--- src/rtl/bundle_decoder.sv ---
// bundle_decoder
//   Watches the N-line output bundle of a NAND-multiplexing stage over a
//   window of WINDOW consecutive samples. It sums the stimulated lines and
//   classifies the window by the von Neumann thresholds. It also counts the
//   samples whose own classification differs from the expected logic value.
//
// Ports
//   clk          rising-edge clock
//   reset        synchronous, active-high reset
//   start_i      request a window (accepted only in IDLE)
//   expected_i   expected logic value, latched when start is accepted
//   bundle_i     N-bit bundle under test
//   busy_o       high while accumulating and in the DONE cycle
//   done_o       one-cycle pulse; results are valid from this cycle
//   value_o      window classification (0 when undecided)
//   undecided_o  window total strictly between the thresholds
//   total_o      sum of ones over the window
//   sample_err_o samples misclassified against expected (undecided = error)
//
// Optional build: define BUNDLE_DECODER_STATS_EN to add undecided_runs_o, a
// 16-bit saturating count of windows that ended undecided (cleared by reset).
//
// Handshake: start_i is a request that is taken only in IDLE. There is no
// ready signal and requests are not queued. busy_o low means the block will
// accept start_i in that cycle. done_o marks the first cycle in which the
// results are valid. The results then hold until the next done_o or reset.

module bundle_decoder #(
  parameter int N        = 10,
  parameter int WINDOW   = 16,
  parameter int HI_LINES = 9,
  parameter int LO_LINES = 1
) (
  input  logic                               clk,
  input  logic                               reset,
  input  logic                               start_i,
  input  logic                               expected_i,
  input  logic [N-1:0]                       bundle_i,
  output logic                               busy_o,
  output logic                               done_o,
  output logic                               value_o,
  output logic                               undecided_o,
  output logic [$clog2(N*WINDOW+1)-1:0]      total_o,
  output logic [$clog2(WINDOW+1)-1:0]        sample_err_o
`ifdef BUNDLE_DECODER_STATS_EN
  ,
  output logic [15:0]                        undecided_runs_o
`endif
);

  localparam int TW = $clog2(N*WINDOW+1);
  localparam int EW = $clog2(WINDOW+1);
  localparam int PW = $clog2(N+1);
  localparam int CW = (WINDOW > 1) ? $clog2(WINDOW) : 1;
  // Window thresholds are compared in 32 bits so the products never truncate.
  localparam int unsigned HI_THR = HI_LINES * WINDOW;
  localparam int unsigned LO_THR = LO_LINES * WINDOW;

  typedef enum logic [1:0] {ST_IDLE, ST_ACCUM, ST_DONE} state_e;

  state_e         state_q, state_d;
  logic [CW-1:0]  cnt_q, cnt_d;
  logic [TW-1:0]  sum_q, sum_d;
  logic [EW-1:0]  err_q, err_d;
  logic           exp_q, exp_d;
  logic           busy_q, busy_d;
  logic           done_q, done_d;
  logic           value_q, value_d;
  logic           undec_q, undec_d;
  logic [TW-1:0]  total_q, total_d;
  logic [EW-1:0]  serr_q, serr_d;

  logic [PW-1:0]  ones;
  logic           samp_one, samp_zero, samp_err;
  logic [TW-1:0]  sum_next;
  logic [EW-1:0]  err_next;

  // Popcount of the current bundle and the classification of this sample.
  always_comb begin
    ones = '0;
    for (int i = 0; i < N; i++) ones = ones + PW'(bundle_i[i]);
    samp_one  = (32'(ones) >= 32'(HI_LINES));
    samp_zero = (32'(ones) <= 32'(LO_LINES));
    // An undecided sample is neither one nor zero, so it is always an error.
    samp_err  = exp_q ? !samp_one : !samp_zero;
    sum_next  = sum_q + TW'(ones);
    err_next  = err_q + EW'(samp_err);
  end

  always_comb begin
    state_d = state_q;
    cnt_d   = cnt_q;
    sum_d   = sum_q;
    err_d   = err_q;
    exp_d   = exp_q;
    busy_d  = busy_q;
    done_d  = 1'b0;
    value_d = value_q;
    undec_d = undec_q;
    total_d = total_q;
    serr_d  = serr_q;
    case (state_q)
      ST_IDLE: begin
        if (start_i) begin
          exp_d   = expected_i;
          sum_d   = '0;
          err_d   = '0;
          cnt_d   = '0;
          busy_d  = 1'b1;
          state_d = ST_ACCUM;
        end
      end
      ST_ACCUM: begin
        sum_d = sum_next;
        err_d = err_next;
        cnt_d = cnt_q + 1'b1;
        if (cnt_q == CW'(WINDOW - 1)) begin
          // Register the results now so that they are valid during DONE.
          state_d = ST_DONE;
          done_d  = 1'b1;
          total_d = sum_next;
          serr_d  = err_next;
          value_d = (32'(sum_next) >= HI_THR);
          undec_d = (32'(sum_next) < HI_THR) && (32'(sum_next) > LO_THR);
        end
      end
      ST_DONE: begin
        busy_d  = 1'b0;
        state_d = ST_IDLE;
      end
      default: begin
        busy_d  = 1'b0;
        state_d = ST_IDLE;
      end
    endcase
  end

  always_ff @(posedge clk) begin
    if (reset) begin
      state_q <= ST_IDLE;
      cnt_q   <= '0;
      sum_q   <= '0;
      err_q   <= '0;
      exp_q   <= 1'b0;
      busy_q  <= 1'b0;
      done_q  <= 1'b0;
      value_q <= 1'b0;
      undec_q <= 1'b0;
      total_q <= '0;
      serr_q  <= '0;
    end else begin
      state_q <= state_d;
      cnt_q   <= cnt_d;
      sum_q   <= sum_d;
      err_q   <= err_d;
      exp_q   <= exp_d;
      busy_q  <= busy_d;
      done_q  <= done_d;
      value_q <= value_d;
      undec_q <= undec_d;
      total_q <= total_d;
      serr_q  <= serr_d;
    end
  end

  assign busy_o       = busy_q;
  assign done_o       = done_q;
  assign value_o      = value_q;
  assign undecided_o  = undec_q;
  assign total_o      = total_q;
  assign sample_err_o = serr_q;

`ifdef BUNDLE_DECODER_STATS_EN
  logic [15:0] runs_q, runs_d;

  // Count once per undecided DONE cycle and stick at all-ones.
  always_comb begin
    runs_d = runs_q;
    if (state_q == ST_DONE && undec_q && runs_q != 16'hFFFF)
      runs_d = runs_q + 16'd1;
  end

  always_ff @(posedge clk) begin
    if (reset) runs_q <= '0;
    else       runs_q <= runs_d;
  end

  assign undecided_runs_o = runs_q;
`endif

endmodule

--- config.mk ---
export PLATFORM = sky130hd
export DESIGN_NAME = bundle_decoder
export DESIGN_NICKNAME = d
export VERILOG_FILES = /design/src/rtl/bundle_decoder.sv
export SDC_FILE = /design/constraint.sdc
export NUM_CORES = 1
export LEC_CHECK = 0
export ABC_CLOCK_PERIOD_IN_PS = 7900
export BUFFER_PORTS_ARGS = -buffer_cell sky130_fd_sc_hd__buf_2
export CORE_AREA = 2 2 61 63
export DETAILED_ROUTE_END_ITERATION = 6
export DIE_AREA = 0 0 63 65
export GPL_ROUTABILITY_DRIVEN = 0
export HOLD_SLACK_MARGIN = 0.05
export PLACE_DENSITY_LB_ADDON = 0.25
export SYNTH_ARGS = -nofsm -noshare
export SYNTH_HDL_FRONTEND = slang
export SYNTH_SLANG_ARGS = --single-unit
--- constraint.sdc ---
create_clock -name clk -period 7.9 [get_ports clk]
set_input_delay 0.395 -clock clk [delete_from_list [all_inputs] [get_ports clk]]
set_output_delay 0.395 -clock clk [all_outputs]
set_load 0.005 [all_outputs]
==> out/metrics.cfg, run 1 <==
[synth]
synth_adder_area_share_pct=12.6
yosys.area_share.simple_pct=21.2
ys.warnings.count=0
ys.flop_type=dfxtp_1
synth_edf_count=0
syn_nets=257
ys_seq_area_share_pct=37.0
synth_area_leaders=dfxtp_1 37%, fa_1 7.0%, nor2_1 6.4%
netlist-cell-type-count=46
avgSynthCellArea_sq_um=8.83
synth_top_area_cell=dfxtp_1
synth_seq_cells=37
netlist.area_leader.share_pct=37.0
synthMuxAreaShare_pct=0.999
synth_area_sq_um=2000
synth_compound_gate_area_share_pct=16.2
ys_async_sr_fraction_pct=0
synthCells=227
synth_top_family_by_area=simple AND/OR/NAND/NOR gates
synth-xor-area-share_pct=4.74

[sta]
worstMarginPinSlew_ns=1.01
finalSetupTns_ns=0
rsz0062_at_grt=false
layout_setup_ws_ns=3.68
hold_violations=0
slew_viol_final=0
clock.fmax_ghz=0.237
min_period_ns=4.22
skew_ns=0.00290
slew_headroom_pct=32.7
period_share_pct=53.4
setup_viol=0

[floorplanning]
rows=22
boundaryPins=31
coreArea_sq_um=3500
die_x_um=63
dieArea_sq_um=4100
die_h_um=65
floorplan.initialDensity_pct=57.3

[grt]
antenna_found_initial=0
grt_usage_pct=19.9
grt_pass1_wl_um=6350
gr-total-overflow=0
grt_start_max_net_pins=38
grt_pass1_vias=1427

[power]
ir_worst_vdd_uv=134
power.density_nw_per_um2=219
p_leak_nw=0.957

[setup_path]
worst-path-buf-inv=3
cpPeakStageDelay_ns=0.52
slowest_stage=fa_1
crit_path_max_fanout=5
worst_setup_path_end_kind=register
cp_top_family=adder cells
required_ns=8.19
cp-start-kind=primary input
crit_type=primary input to register
path_common_cell=fa_1
critPathArrivalTime_ns=4.51
worstPathCellList=buf_2, fa_1, inv_1, fa_1, fa_1, inv_1, ha_1, fa_1, xor2_1, ha_1, o21a_2, a21oi_4, and2b_1, xor2_2, or3b_1, a21oi_2

[finish]
nFillCells=332
stdcell_area_sq_um=2190
drive_above_1_share_pct=18.2
ff_latch_area_sq_um=741
multiInputGateArea_sq_um=1120
nNetsFinal=282
n_antenna_cell=0
area_delta_synth_final_pct=9.43

[routing]
drc=0
vias=1575
routed_wl_um=3720
first_pass_iters=4
wire_per_inst_um=12.4
vias_per_cell=5.23
dr.first_iter.drc_count=74
ant_nets=0

[run_status]
outcome=complete, no violations

[run]
drv_cap=0

[clocking]
cts_root_buf=clkbuf_4
postCtsSetupRepairBufs=0
clock-sinks=37
numCtsBuffers=5
insertion_delay_ns=0.35
hold_buffers=0
cts_tree=yes
clk_pin_slew_ns=0.11
h-tree-depth=2
cts_resized=0
cts_max_path_buffers=2

[placement]
placed_area_sq_um=2120
dp_hpwl_um=2620
place_ws_ns=3.30
io_buffers=30

[worst_hold_path]
worstHoldPathType=primary input to register

[sequential cells by signal, indices dropped and copies added, names as in the netlist, 2 cells and up]
signal / flops
sum_q: 8
total_o: 8
err_q: 5
sample_err_o: 5
cnt_q: 4
state_q: 2
[cell usage in the layout (no fill, tap or decap), drive strengths merged]
cell type	synthesis	routed
dfxtp	37	37
nor2	35	35
buf	4	30
nand2	19	19
a21oi	18	18
inv	15	15
a22oi	11	11
ha	9	9
xnor2	7	7
fa	7	7
clkbuf	8	7
nor3	5	5
nand3	4	4
a211oi	4	4
o21ai	4	4
or2	4	4
or3	3	3
a21o	3	3
nand3b	3	3
xor2	3	3
nand2b	3	3
nor4	2	2
and2b	2	2
nor3b	2	2
mux2i	2	2
o21bai	2	2
nand4b	2	2
nor2b	1	1
a31oi	1	1
a211o	1	1
o21a	1	1
and3	1	1
o211ai	1	1
o2111ai	1	1
or3b	1	1
o32ai	1	1
clkinv	0	1
[through the flow]
step                utilization, %  power (mW)  instances  hold WS (ns)
finish                        62.7       0.479        301         0.264
global route                  62.7       0.512        301         0.297
CTS                           62.7       0.482        301         0.266
detailed placement            60.7       0.368        293         0.445
global placement              60.7       0.364        293         0.441
floorplan                        -       0.333        227         0.446
[final timing paths]
path	startpoint	slack [ns]	to	cells after the start
min	expected_i	0.26	exp_q	3
min reg2reg	sample_err_o[1]	0.46	sample_err_o[1]	2
max reg2reg	sum_q[0]	5.69	value_o	9
max	bundle_i[5]	3.68	value_o	16
[cells by family after synthesis]
group           Yosys count
flops                    37
simple gates             87
buf+inv                  27
fa+ha+maj                16
mux                       2
compound gates           48
xor+xnor                 10
[cell usage after synthesis, types with 2 or more instances]
master / instances
clkbuf_1: 5
buf_4: 2
nand2_1: 19
nand2b_1: 2
nor2_1: 34
or3_1: 3
or2_1: 2
nor3_1: 5
a21oi_1: 16
o21ai_0: 3
clkbuf_8: 3
dfxtp_1: 37
nor4_1: 2
nand3_1: 4
nand4b_1: 2
a22oi_1: 11
mux2i_1: 2
xnor2_1: 7
xor2_1: 2
a21o_1: 3
or2_2: 2
o21bai_1: 2
fa_1: 7
ha_1: 9
nor3b_1: 2
and2b_1: 2
nand3b_1: 3
inv_1: 15
a211oi_1: 4
[layout make-up]
cell class / instances / area share (%)
flip-flops and latches: 37 / 33.8
repair buffers: 30 / 6.85
inverters: 15 / 2.57
clock inverters: 1 / 0.228
multi-input cells: 163 / 50.9
well taps: 48 / 2.74
clock buffers: 7 / 2.97
[report_power, final]
part / internal, mW / switching (mW) / leakage (nW) / total, mW
sequential: 0.194 / 0.00534 / 0.300 / 0.199
clock: 0.0515 / 0.0638 / 0.0413 / 0.115
combinational: 0.0714 / 0.0933 / 0.616 / 0.165
total: 0.317 / 0.162 / 0.957 / 0.479
[worst min-delay path, stage by stage]
cell and delay [ns]:
buf_2 0.07, mux2i_1 0.05, nor2_1 0.07
[routing by layer]
metal  GRT usage, %  vias up  wire [um]
met3           3.65        7        113
met5              0        -          0
met4           10.8        0         86
met2           32.8       19       1740
met1           24.6      731       1780
li1               -      818          -
No activity file was read; power rests on OpenSTA's default activity.
==> run 2: changes to the inputs <==
- ABC_AREA: not set -> 1
- ABC_CLOCK_PERIOD_IN_PS: 7900 -> 4100
- CORE_AREA: 2 2 61 63 -> 2 2 64 66
- DIE_AREA: 0 0 63 65 -> 0 0 66 68
- clock period: 7.9 -> 4.1 ns (I/O delays scaled with it)
==> run 2 against run 1 <==
Compared with the run above: flip-flop and latch count unchanged; sequential power up 92%; final area up 4.8%; clock power up 120%; first-iteration DRC count up 51%; count of clock-buffer cells in the layout down 2; global-route usage down 0.42 points; total power up 96%; largest cell class unchanged.
==> out/metrics.cfg, run 2 <==
[routing]
drc=0  ; unchanged
routed_wl_um=4100  ; was 3720 um
vias=1807  ; was 1,575
vias_per_cell=5.02  ; was 5.23
first_pass_iters=4  ; unchanged
wire_per_inst_um=11.4  ; was 12.4 um
ant_nets=0  ; unchanged
dr.first_iter.drc_count=112  ; was 74

[setup_path]
rr_startpoint=sum_q[0]  ; unchanged
path_common_cell=fa_1  ; unchanged
worstPathCellList=buf_2, fa_1, inv_1, fa_1, fa_1, inv_1, ha_1, fa_1, xnor2_1, nand2_1, or2_2, a31oi_1, ha_1, ha_1, nand3_1, xnor2_1, nand2_1, a21oi_1  ; was buf_2, fa_1, inv_1, fa_1, fa_1, inv_1, ha_1, fa_1, xor2_1, ha_1, o21a_2, a21oi_4, and2b_1, xor2_2, or3b_1, a21oi_2
critPathArrivalTime_ns=4.04  ; was 4.51 ns
slowest_stage=fa_1  ; unchanged
critPathLaunch=bundle_i[5]  ; unchanged
crit_path_max_fanout=2  ; was 5
required_ns=4.32  ; was 8.19 ns
cpPeakStageDelay_ns=0.52  ; about the same
crit_type=primary input to register  ; unchanged
cp-start-kind=primary input  ; unchanged
worst_setup_path_end_kind=register  ; unchanged

[grt]
gr-total-overflow=0  ; unchanged
grt_pass1_vias=1545  ; was 1,427
grt_usage_pct=19.5  ; was 19.9%
use_met3_pct=3.95  ; was 3.65%
grt_util_met2_pct=34.1  ; was 32.8%
grt_start_max_net_pins=23  ; was 38
grt_pass1_wl_um=6630  ; was 6350 um
grt_busiest_layer=met2  ; unchanged
antenna_found_initial=0  ; unchanged
met1_usage_pct=23.7  ; was 24.6%

[floorplanning]
rows=23  ; was 22
boundaryPins=31  ; unchanged
dieArea_sq_um=4490  ; was 4100 sq um
coreArea_sq_um=3860  ; was 3500 sq um
die_x_um=66  ; was 63 um
die_h_um=68  ; was 65 um
floorplan.initialDensity_pct=52.8  ; was 57.3%

[clocking]
numCtsBuffers=5  ; unchanged
clock-sinks=37  ; unchanged
cts_root_buf=clkbuf_8  ; was clkbuf_4
clk_pin_slew_ns=0.07  ; was 0.11 ns
h-tree-depth=2  ; unchanged
cts_tree=yes  ; unchanged
hold_buffers=0  ; unchanged
cts_max_path_buffers=2  ; unchanged
cts_resized=0  ; unchanged
postCtsSetupRepairBufs=0  ; unchanged
insertion_delay_ns=0.29  ; was 0.35 ns

[synth]
ys.warnings.count=0  ; unchanged
avgSynthCellArea_sq_um=7.30  ; was 8.83 sq um
ys.flop_type=dfxtp_1  ; unchanged
synth_top_area_cell=dfxtp_1  ; unchanged
yosysMostFrequentCell=nand2_1  ; was dfxtp_1
synth_common_cells=78 x nand2_1, 38 x inv_1, 37 x dfxtp_1  ; was 37 x dfxtp_1, 34 x nor2_1, 19 x nand2_1
synthCells=279  ; was 227
ys_async_sr_fraction_pct=0  ; unchanged
synth_edf_count=0  ; unchanged
syn_nets=309  ; was 257
synth_area_sq_um=2040  ; was 2000 sq um
synth_area_leaders=dfxtp_1 36%, nand2_1 14%, inv_1 7.0%  ; was dfxtp_1 37%, fa_1 7.0%, nor2_1 6.4%
ys_seq_area_share_pct=36.4  ; was 37.0%
netlist.area_leader.share_pct=36.4  ; was 37.0%
netlist-cell-type-count=27  ; was 46
synth_seq_cells=37  ; unchanged

[placement]
placed_area_sq_um=2210  ; was 2120 sq um
dp_hpwl_um=3080  ; was 2620 um
dp.cells=352  ; was 293
io_buffers=30  ; unchanged

[power]
power.switching_fraction_pct=35.7  ; was 33.9%
ir_worst_vdd_uv=250  ; was 134 uV
internal_power_mw=0.605  ; was 0.317 mW
p_leak_nw=1.13  ; was 0.957 nW
power.density_nw_per_um2=409  ; was 219 nW/um^2
p_comb_share_pct=33.0  ; was 34.4%
power_switching_mw=0.336  ; was 0.162 mW
p_clk_share_pct=26.3  ; was 24.1%
power_frac_seq_pct=40.7  ; was 41.6%

[run]
drv_cap=0  ; unchanged

[sta]
finalSetupTns_ns=0  ; unchanged
setup_viol=0  ; unchanged
skew_ns=0.00818  ; was 0.00290 ns
rsz0062_at_grt=false  ; unchanged
worstMarginPinSlew_ns=0.542  ; was 1.01 ns
slew_viol_final=0  ; unchanged
period_share_pct=93.1
hold_violations=0  ; unchanged
clock.fmax_ghz=0.262
slew_headroom_pct=63.8  ; was 32.7%
min_period_ns=3.82

[finish]
nFillCells=357  ; was 332
layout_commonest_cell=nand2_1  ; was dfxtp_1
n_antenna_cell=0  ; unchanged
drive_above_1_share_pct=18.7  ; was 18.2%
ff_latch_area_sq_um=741  ; unchanged
fin_cells=360  ; was 301
area_delta_synth_final_pct=12.9  ; was 9.43%
multiInputGateArea_sq_um=1090  ; was 1120 sq um
stdcell_area_sq_um=2300  ; was 2190 sq um
most-common-layout-cells=78 x nand2_1, 38 x inv_1, 37 x dfxtp_1  ; was 37 x dfxtp_1, 34 x nor2_1, 30 x buf_2
nNetsFinal=339  ; was 282

[worst_hold_path]
holdCritStartpoint=expected_i  ; unchanged
worstHoldPathType=primary input to register  ; unchanged

[run_status]
outcome=complete, no violations  ; unchanged

==> run 2: cell count changes after synthesis, sizes merged, moves of 5 or more <==
| cell | change |
|---|---|
| nand2 | +68 |
| o21ai | +8 |
| a22oi | -11 |
| nor2 | -21 |
| clkbuf | -5 |
| nand3 | +23 |
| inv | +29 |
==> run 2: logic make-up (layout without fill, tap and decap cells) <==
| group | after synthesis | after routing | synth area share (%) |
|---|---|---|---|
| buf+inv | 51 | 82 | 9.90 |
| flops | 37 | 37 | 36.4 |
| compound gates | 35 | 35 | 8.97 |
| xor+xnor | 4 | 4 | 1.72 |
| fa+ha+maj | 16 | 16 | 12.4 |
| simple gates | 136 | 136 | 30.6 |
==> run 2: path summary, 6_finish.rpt <==
check / slack (ns) / depth (start not counted) / end
worst min register to register: 0.46 / 2 / busy_o
worst max-delay path: 0.28 / 18 / err_q[4]
worst max register to register: 2.16 / 14 / undecided_o
worst min-delay path: 0.20 / 3 / exp_q
==> run 2: area by class of cell <==
class	instances	area share, %
clock buffer	5	2.99
clock inverter	3	0.762
inverter	44	7.19
multi-input combinational	191	47.6
sequential	37	32.2
tap	50	2.72
timing repair buffer	30	6.53
==> run 2: stage by stage <==
| step | hold WS, ns | worst slack, ns | util, % | total power, mW |
|---|---|---|---|---|
| 2_1_floorplan | 0.293 | 0.306 | - | 0.629 |
| 3_3_place_gp | 0.449 | 0.100 | 57.4 | 0.693 |
| 3_5_place_dp | 0.457 | -0.0406 | 57.4 | 0.702 |
| 4_1_cts | 0.194 | 0.273 | 59.6 | 0.947 |
| 5_1_grt | 0.251 | 0.00687 | 59.6 | 1.02 |
| 6_report | 0.204 | 0.285 | 59.6 | 0.941 |
==> run 2: per-layer routing <==
layer / up-vias / routed length [um]
li1: 940 / -
met1: 821 / 1870
met2: 41 / 1990
met3: 5 / 177
met4: 0 / 59
met5: - / 0
==> run 2: critical path: cells and delay by family <==
family | cells | cell delay [ns]
xor gates and xnor gates | 2 | 0.43
buffers and inverters | 3 | 0.20
and+or+nand+nor | 4 | 0.55
adders and majority gates | 7 | 2.39
AOI/OAI and AO/OA | 2 | 0.27
==> run 2: power groups by stage <==
stage	Clock [mW]	Sequential (mW)	Combinational, mW
3_3_place_gp	0	0.390	0.303
6_report	0.248	0.383	0.311
4_1_cts	0.253	0.382	0.312
3_5_place_dp	0	0.390	0.311
2_1_floorplan	0	0.388	0.241
5_1_grt	0.272	0.384	0.363
